### config.mk
export PLATFORM = sky130hd
export DESIGN_NAME = cpu_run_ctrl
export DESIGN_NICKNAME = d
export VERILOG_FILES = /design/src/rtl/cpu_ctrl_pkg.sv /design/src/rtl/sw_debounce.sv /design/src/rtl/cpu_run_ctrl.sv
export SDC_FILE = /design/constraint.sdc
export NUM_CORES = 1
export LEC_CHECK = 0
export BUFFER_PORTS_ARGS = -buffer_cell sky130_fd_sc_hd__buf_2
export CORE_UTILIZATION = 59
export DETAILED_ROUTE_END_ITERATION = 10
export MAX_ROUTING_LAYER = met4
export PLACE_DENSITY = 0.78
export SLEW_MARGIN = 5
export SYNTH_ARGS = -nofsm -noshare
export SYNTH_HDL_FRONTEND = slang
export SYNTH_HIERARCHICAL = 1
export SYNTH_SLANG_ARGS = --single-unit
### constraint.sdc
create_clock -name clk -period 2 [get_ports clk]
set_input_delay 0.1 -clock clk [delete_from_list [all_inputs] [get_ports clk]]
set_output_delay 0.1 -clock clk [all_outputs]
set_load 0.05 [all_outputs]
### src/rtl/cpu_ctrl_pkg.sv
// cpu_ctrl_pkg: state and display-source encodings shared by the run/halt/step controller
package cpu_ctrl_pkg;
    typedef enum logic [1:0] {HALT = 2'd0, RUN = 2'd1, STEP = 2'd2} state_t;
    typedef enum logic [1:0] {SRC_A = 2'd0, SRC_B = 2'd1, SRC_ALU = 2'd2} src_t;
    localparam int DEBOUNCE_DEFAULT = 250000;
endpackage

### src/rtl/sw_debounce.sv
// sw_debounce: 2-FF synchronizer, stable-count debouncer and rising-edge press pulse
import cpu_ctrl_pkg::*;
module sw_debounce #(
    parameter int DEBOUNCE_CYCLES = DEBOUNCE_DEFAULT,
    parameter int CNT_W = 18
) (
    input  logic clk,
    input  logic reset,
    input  logic i_raw,
    output logic o_level,
    output logic o_press
);
    logic s1, s2, lq;
    logic [CNT_W-1:0] cnt;
    always_ff @(posedge clk) begin
        if (reset) begin
            {s1, s2, lq, o_level, o_press} <= '0;
            cnt <= '0;
        end else begin
            s1 <= i_raw;
            s2 <= s1;
            lq <= o_level;
            o_press <= o_level & ~lq;
            if (s2 == o_level) begin
                cnt <= '0;
            end else if (cnt == CNT_W'(DEBOUNCE_CYCLES - 1)) begin
                cnt <= '0;
                o_level <= s2;
            end else begin
                cnt <= cnt + 1'b1;
            end
        end
    end
endmodule

### src/rtl/cpu_run_ctrl.sv
// cpu_run_ctrl: run/halt/single-step clock-enable sequencer with nibble LED display
// Define CPU_CYCLE_CNT_EN to add the o_cycle_cnt enabled-cycle counter output.
import cpu_ctrl_pkg::*;
module cpu_run_ctrl #(
    parameter int DEBOUNCE_CYCLES = DEBOUNCE_DEFAULT,
    parameter int CNT_W = 18
) (
    input  logic       clk,
    input  logic       reset,
    input  logic       i_sw_run,
    input  logic       i_sw_step,
    input  logic       i_sw_sel,
    input  logic       i_sw_nib,
    input  logic [7:0] i_regA_bus,
    input  logic [7:0] i_regB_bus,
    input  logic [7:0] i_alu_bus,
    output logic       o_cpu_ce,
    output logic [1:0] o_state,
`ifdef CPU_CYCLE_CNT_EN
    output logic [15:0] o_cycle_cnt,
`endif
    output logic [3:0] o_led
);
    state_t state;
    src_t sel;
    logic nib;
    logic [3:0] raw, level, press, pr;
    logic [7:0] bus;
    assign raw = {i_sw_nib, i_sw_sel, i_sw_step, i_sw_run};
    for (genvar i = 0; i < 4; i++) begin : g_sw
        sw_debounce #(.DEBOUNCE_CYCLES(DEBOUNCE_CYCLES), .CNT_W(CNT_W)) u_db (
            .clk(clk), .reset(reset), .i_raw(raw[i]), .o_level(level[i]), .o_press(press[i])
        );
    end
    // a press always coincides with a high debounced level
    assign pr = press & level;
    assign o_state = state;
    always_ff @(posedge clk) begin
        if (reset) begin
            state <= HALT;
            o_cpu_ce <= 1'b0;
        end else begin
            case (state)
                HALT: begin
                    state <= pr[0] ? RUN : pr[1] ? STEP : HALT;
                    o_cpu_ce <= pr[0] | pr[1];
                end
                RUN: begin
                    state <= pr[0] ? HALT : RUN;
                    o_cpu_ce <= ~pr[0];
                end
                default: begin
                    state <= HALT;
                    o_cpu_ce <= 1'b0;
                end
            endcase
        end
    end
    always_comb bus = (sel == SRC_A) ? i_regA_bus : (sel == SRC_B) ? i_regB_bus : i_alu_bus;
    always_ff @(posedge clk) begin
        if (reset) begin
            sel <= SRC_A;
            nib <= 1'b0;
            o_led <= 4'd0;
        end else begin
            if (pr[2]) sel <= (sel == SRC_A) ? SRC_B : (sel == SRC_B) ? SRC_ALU : SRC_A;
            nib <= nib ^ pr[3];
            o_led <= nib ? bus[7:4] : bus[3:0];
        end
    end
`ifdef CPU_CYCLE_CNT_EN
    always_ff @(posedge clk) o_cycle_cnt <= reset ? 16'd0 : o_cycle_cnt + {15'd0, o_cpu_ce};
`endif
endmodule

**Word-level counts from Yosys, hierarchy flattened**

Index checks and enable logic that the tools add are counted.

- Bits in registers: 102
- Bits of input ports: 30
- Output and inout bits: 7
- Word-level logic and storage cells: 79

- Add/sub/neg operators: 4
- Equality and inequality tests: 10
- Muxes and demuxes: 10
- Bitwise logic cells: 16
- Reductions and logical operators: 10

Operators by type and width:

| cell | number |
|---|---|
| 18-bit by 1-bit adder with 18-bit output (second input constant) | 4 |
| 18-bit == test (second input constant) | 4 |
| 8-bit two-way mux | 2 |
| 3-bit OR reduction | 4 |
| 1-bit NOT | 9 |
| 2-bit two-way mux | 4 |
| 2-bit AND reduction | 4 |
| 1-bit bitwise AND | 4 |
| 4-bit bitwise AND | 1 |
| 1-bit == test | 4 |
| 2-bit by 1-bit == test with 1-bit output (second input constant) | 2 |
| 2-bit zero test | 2 |
| 4-bit two-way mux | 1 |
| 2-bit case mux with 2 select lines | 1 |
| 1-bit case mux with 2 select lines | 1 |
| 1-bit two-way mux | 1 |
| 1-bit OR | 1 |
| 1-bit XOR | 1 |

**Depth between registers and ports, before layout**

- Word-level depth: 4
- Depth in mapped cells: 6
- Gate-level depth less buffers: 5

**Hierarchy**

Netlist, hierarchy kept.

Modules (own cells, without submodules):

| module | instances | cells an instance | area each (um^2) | sequential area each (um^2) |
|---|---|---|---|---|
| sw_debounce | 4 | 106 | 989.7 | 460.4 |
| cpu_run_ctrl | 1 | 63 | 560.5 | 200.2 |

**Least setup slack after synthesis**

OpenSTA, ideal clock, no wires.

- Kind: register to register
- Start point: register g_sw[0].u_db.cnt[6]
- End point: register g_sw[0].u_db.cnt[12]
- Library setup time: 0.115 ns
- Arrival: 1.481 ns
- Data required time: 1.885 ns
- Path slack: 0.405 ns
- Stages on the path, launching flop included: 7
- Path buffers: 2
- Period minus slack after synthesis: 1.595 ns
- Cells stage by stage: dfxtp_1 > clkbuf_1 > nor4b_1 > nand4b_1 > o31ai_4 > buf_4 > nor2_1

- Cells in the longest elaborated chain, start to end: 2
- Elaborated cells between the ends (all ways): 3
- Those cells by class: add/sub (1); eq/ne (1); reduce/logical (1)

Ends and longest elaborated chain:

| element | RTL line | RTL |
|---|---|---|
| from (decl) | sw_debounce.sv:14 | `logic [CNT_W-1:0] cnt;` |
| from (signal assigned) | sw_debounce.sv:30 | `cnt <= cnt + 1'b1;` |
| branches (longest 2 deep; another with 18-bit by 1-bit adder with 18-bit output) | - |  |

Several ways; the timed one is not identified.
A chain may end at the register's enable or synchronous reset.

**Worst setup path after layout**

- Start point: register g_sw[3].u_db.cnt[10]
- End point: register g_sw[3].u_db.cnt[12]

- Cells in the longest elaborated chain, start to end: 2
- Elaborated cells between the ends (all ways): 3
- Those cells by class: add/sub (1); eq/ne (1); reduce/logical (1)

Ends and longest elaborated chain:

| element | RTL line |
|---|---|
| from (decl) | sw_debounce.sv:14 |
| from (signal assigned) | sw_debounce.sv:30 |
| branches (longest 2 deep; another with 18-bit by 1-bit adder with 18-bit output) | - |

Several ways; the timed one is not identified.

==> results.txt <==
Status -> finished clean
Placer Congestion -> 0.819
Post-synthesis xor/xnor area fraction -> 0.128
1st-iter DRT viols -> 116
Startpoint types -> register
Max Clock Skew -> 6.58 ps
CP endpoint kind -> register
FILL cells -> 590
Reg2Reg Setup Slack -> 260 ps
Commonest non-fill, non-tap cells in the layout -> 102 x dfxtp_1, 87 x nor2_1, 60 x xnor2_1, 36 x buf_2, 26 x nor4_1
Worst-path clk slew -> 90 ps
Core ar. -> 7330 sq um
GRT Total Usage -> 0.228
Drt wl/cell -> 13.0 um
CTS Buf Count -> 9
Crit path buffers/inverters -> 1
WP data arrival -> 1980 ps
Critical path peak fanout -> 18
Max-Cap Viols -> 0
Grt total ovfl -> 0
Final Util -> 0.682
Clock sinks -> 102
Syn nets -> 521
Crit Path Category -> register to register
Seq/Total Area, Yosys -> 0.452
Simple-gate share of the synthesized area -> 0.300
Share of cells above drive strength 1 -> 0.150
Critical Path Max Stage Delay -> 420 ps
Routed vias -> 3,432
Level count of the clock H-tree -> 3
Post-synthesis instance total -> 487
DRT Pass-1 Iters -> 4
P_leak -> 0.00161 uW
Hold slack -> 26.1 ps
CTS root buf -> clkbuf_8
Final Hold Viols -> 0
PwrDens -> 665 nW/um^2
Initial core utilization -> 0.616
First-pass GRT wire length -> 13,700 um
Setup violators final -> 0
Most used flip-flop cell after synthesis -> dfxtp_1
Vias/cell -> 5.43
Die width -> 89.5 um
Post-synthesis mux area share -> 0.0219
Row count -> 31
I/O pin cnt -> 37
Nets -> 566
Die area -> 8010 sq um
Min-Delay Path Class -> primary input to register
CTS Buffer Depth -> 2
Post-cts sizing count -> 0
Post-Syn Area -> 4520 sq um
Max Slew Vio Count -> 0
CP delay by family, top -> simple AND/OR/NAND/NOR gates
Setup TNS -> 0 ps
Largest family of logic cells by synthesized area -> simple AND/OR/NAND/NOR gates
Post-synthesis register bit count -> 102
Post-synth EDFFs -> 0
I/O Buffers -> 36
Maximum vdd drop -> 0.417 mV
Unrepaired setup endpoints after global routing -> no
Area grow syn2layout -> 10.5%
Post-synthesis compound-gate area fraction -> 0.0529
CP max-delay cell -> nor4b_1
Detailed-placement wirelength estimate -> 5690 um
CTS tree -> built
Post-synthesis cell type count -> 42
Min Tclk post-route -> 1740 ps
Commonest non-fill, non-tap cell in the layout -> dfxtp_1
Synthesized area per cell -> 9.28 sq um
Antenna Nets Post-Route -> 0
Drt drc -> 0
Antenna cells -> 0
Total routed wirelength -> 8220 um
Async S/R FF share, synth -> 0
Initial antenna violation count -> 0
Worst path required time -> 2240 ps
Worst Tran Pin Value -> 492 ps
Clk Latency, worst-skew pair -> 340 ps
CP cell instances -> nor4b_1 > nand3_1 > o31ai_4 > buf_4 > nor2_1
Largest net degree at the start of global routing -> 31
Fmax -> 575 MHz
Adder-cell share of the synthesized area -> 0.0111
Yosys warnings -> 6
Die Height -> 89.5 um
Final period util -> 0.870
Slew HR -> 0.672
Tot Pwr -> 3320 uW
Vias in the first global route -> 3,150
[kinds of logic (layout without fill, tap and decap cells)]
group	Yosys count	after routing
and+or+nand+nor	244	244
DFF	102	102
xor gates and xnor gates	66	66
buffers and inverters	35	81
AOI/OAI and AO/OA	27	27
muxes	9	9
adders and majority gates	4	4
[final cells by class]
| cell class | count | area (sq um) | area share |
|---|---|---|---|
| multi-input combinational | 350 | 2320 | 0.465 |
| clock buffer | 9 | 124 | 0.0248 |
| timing repair buffer | 45 | 255 | 0.0511 |
| tap | 99 | 124 | 0.0248 |
| inverter | 24 | 90.1 | 0.0180 |
| sequential | 102 | 2040 | 0.409 |
| clock inverter | 3 | 40.0 | 0.00801 |
[stage by stage]
step / instance area [sq um] / cells / setup slack, ps
after global placement: 4800 / 617 / 333
after floorplan: 4520 / 487 / 405
after global routing: 5000 / 632 / 121
after detailed placement: 4800 / 617 / 279
after CTS: 5000 / 632 / 256
final: 5000 / 632 / 259
[what timing repair did]
action / 4_1_cts / 5_1_grt
setup endpoints to repair: 0 / 0
buffers inserted: 0 / 0
hold buffers: 3 / 0
hold endpoints to repair: 3 / 0
[worst register-to-register path: cells and delay by family (launching register included)]
kind                   cells  cell delay [ps]
flip-flops                 1              370
buffers and inverters      1              260
AO/OA/AOI/OAI              1              280
AND/OR/NAND/NOR            3              730
[state kept, by name, indices dropped and copies added, names as in the netlist]
| register | flops |
|---|---|
| g_sw.u_db/lq | 4 |
| g_sw.u_db/s2 | 4 |
| nib | 1 |
| g_sw.u_db/o_press | 4 |
| sel | 2 |
| o_led | 4 |
| o_cpu_ce | 1 |
| o_state | 2 |
| g_sw.u_db/cnt | 72 |
| g_sw.u_db/o_level | 4 |
| g_sw.u_db/s1 | 4 |
[path summary, 6_finish.rpt]
kind,from,endpoint,cells past startpoint
max,g_sw[3].u_db/cnt[10]$_SDFF_PP0_,g_sw[3].u_db/cnt[12]$_SDFF_PP0_,5
min,i_alu_bus[7],o_led[3]$_SDFF_PP0_,3
max reg2reg,g_sw[3].u_db/cnt[10]$_SDFF_PP0_,g_sw[3].u_db/cnt[12]$_SDFF_PP0_,5
min reg2reg,g_sw[2].u_db/lq$_SDFF_PP0_,g_sw[2].u_db/o_press$_SDFF_PP0_,1
[per-layer routing]
metal / part of all wire / GRT usage / up-vias
li1: - / - / 1769
met5: 0 / - / -
met3: 0.051 / 0.0591 / 6
met4: 0.0068 / 0.0664 / 0
met1: 0.45 / 0.260 / 1580
met2: 0.49 / 0.395 / 77
[synthesized netlist by cell type, drive strengths merged (5+ instances only)]
| cell type | instances | area (sq um) |
|---|---|---|
| nor3 | 21 | 105 |
| o21ai | 5 | 25.0 |
| nor2 | 87 | 327 |
| mux2i | 5 | 50.1 |
| dfxtp | 102 | 2040 |
| a21oi | 6 | 33.8 |
| nand2b | 8 | 50.1 |
| xor2 | 6 | 52.6 |
| xnor2 | 60 | 526 |
| nand4 | 20 | 210 |
| nand2 | 20 | 85.1 |
| nor4b | 8 | 70.1 |
| o31ai | 8 | 115 |
| buf | 7 | 51.3 |
| inv | 24 | 90.1 |
| nor2b | 8 | 50.1 |
| nand3 | 25 | 125 |
| nor4 | 26 | 163 |
[where the power goes]
part	total, uW	switching, uW	internal (uW)
Combinational	113	59.2	53.8
Clock	1160	611	547
Sequential	2050	7.53	2040
Total	3320	677	2640
No activity file was read; power rests on OpenSTA's default activity.
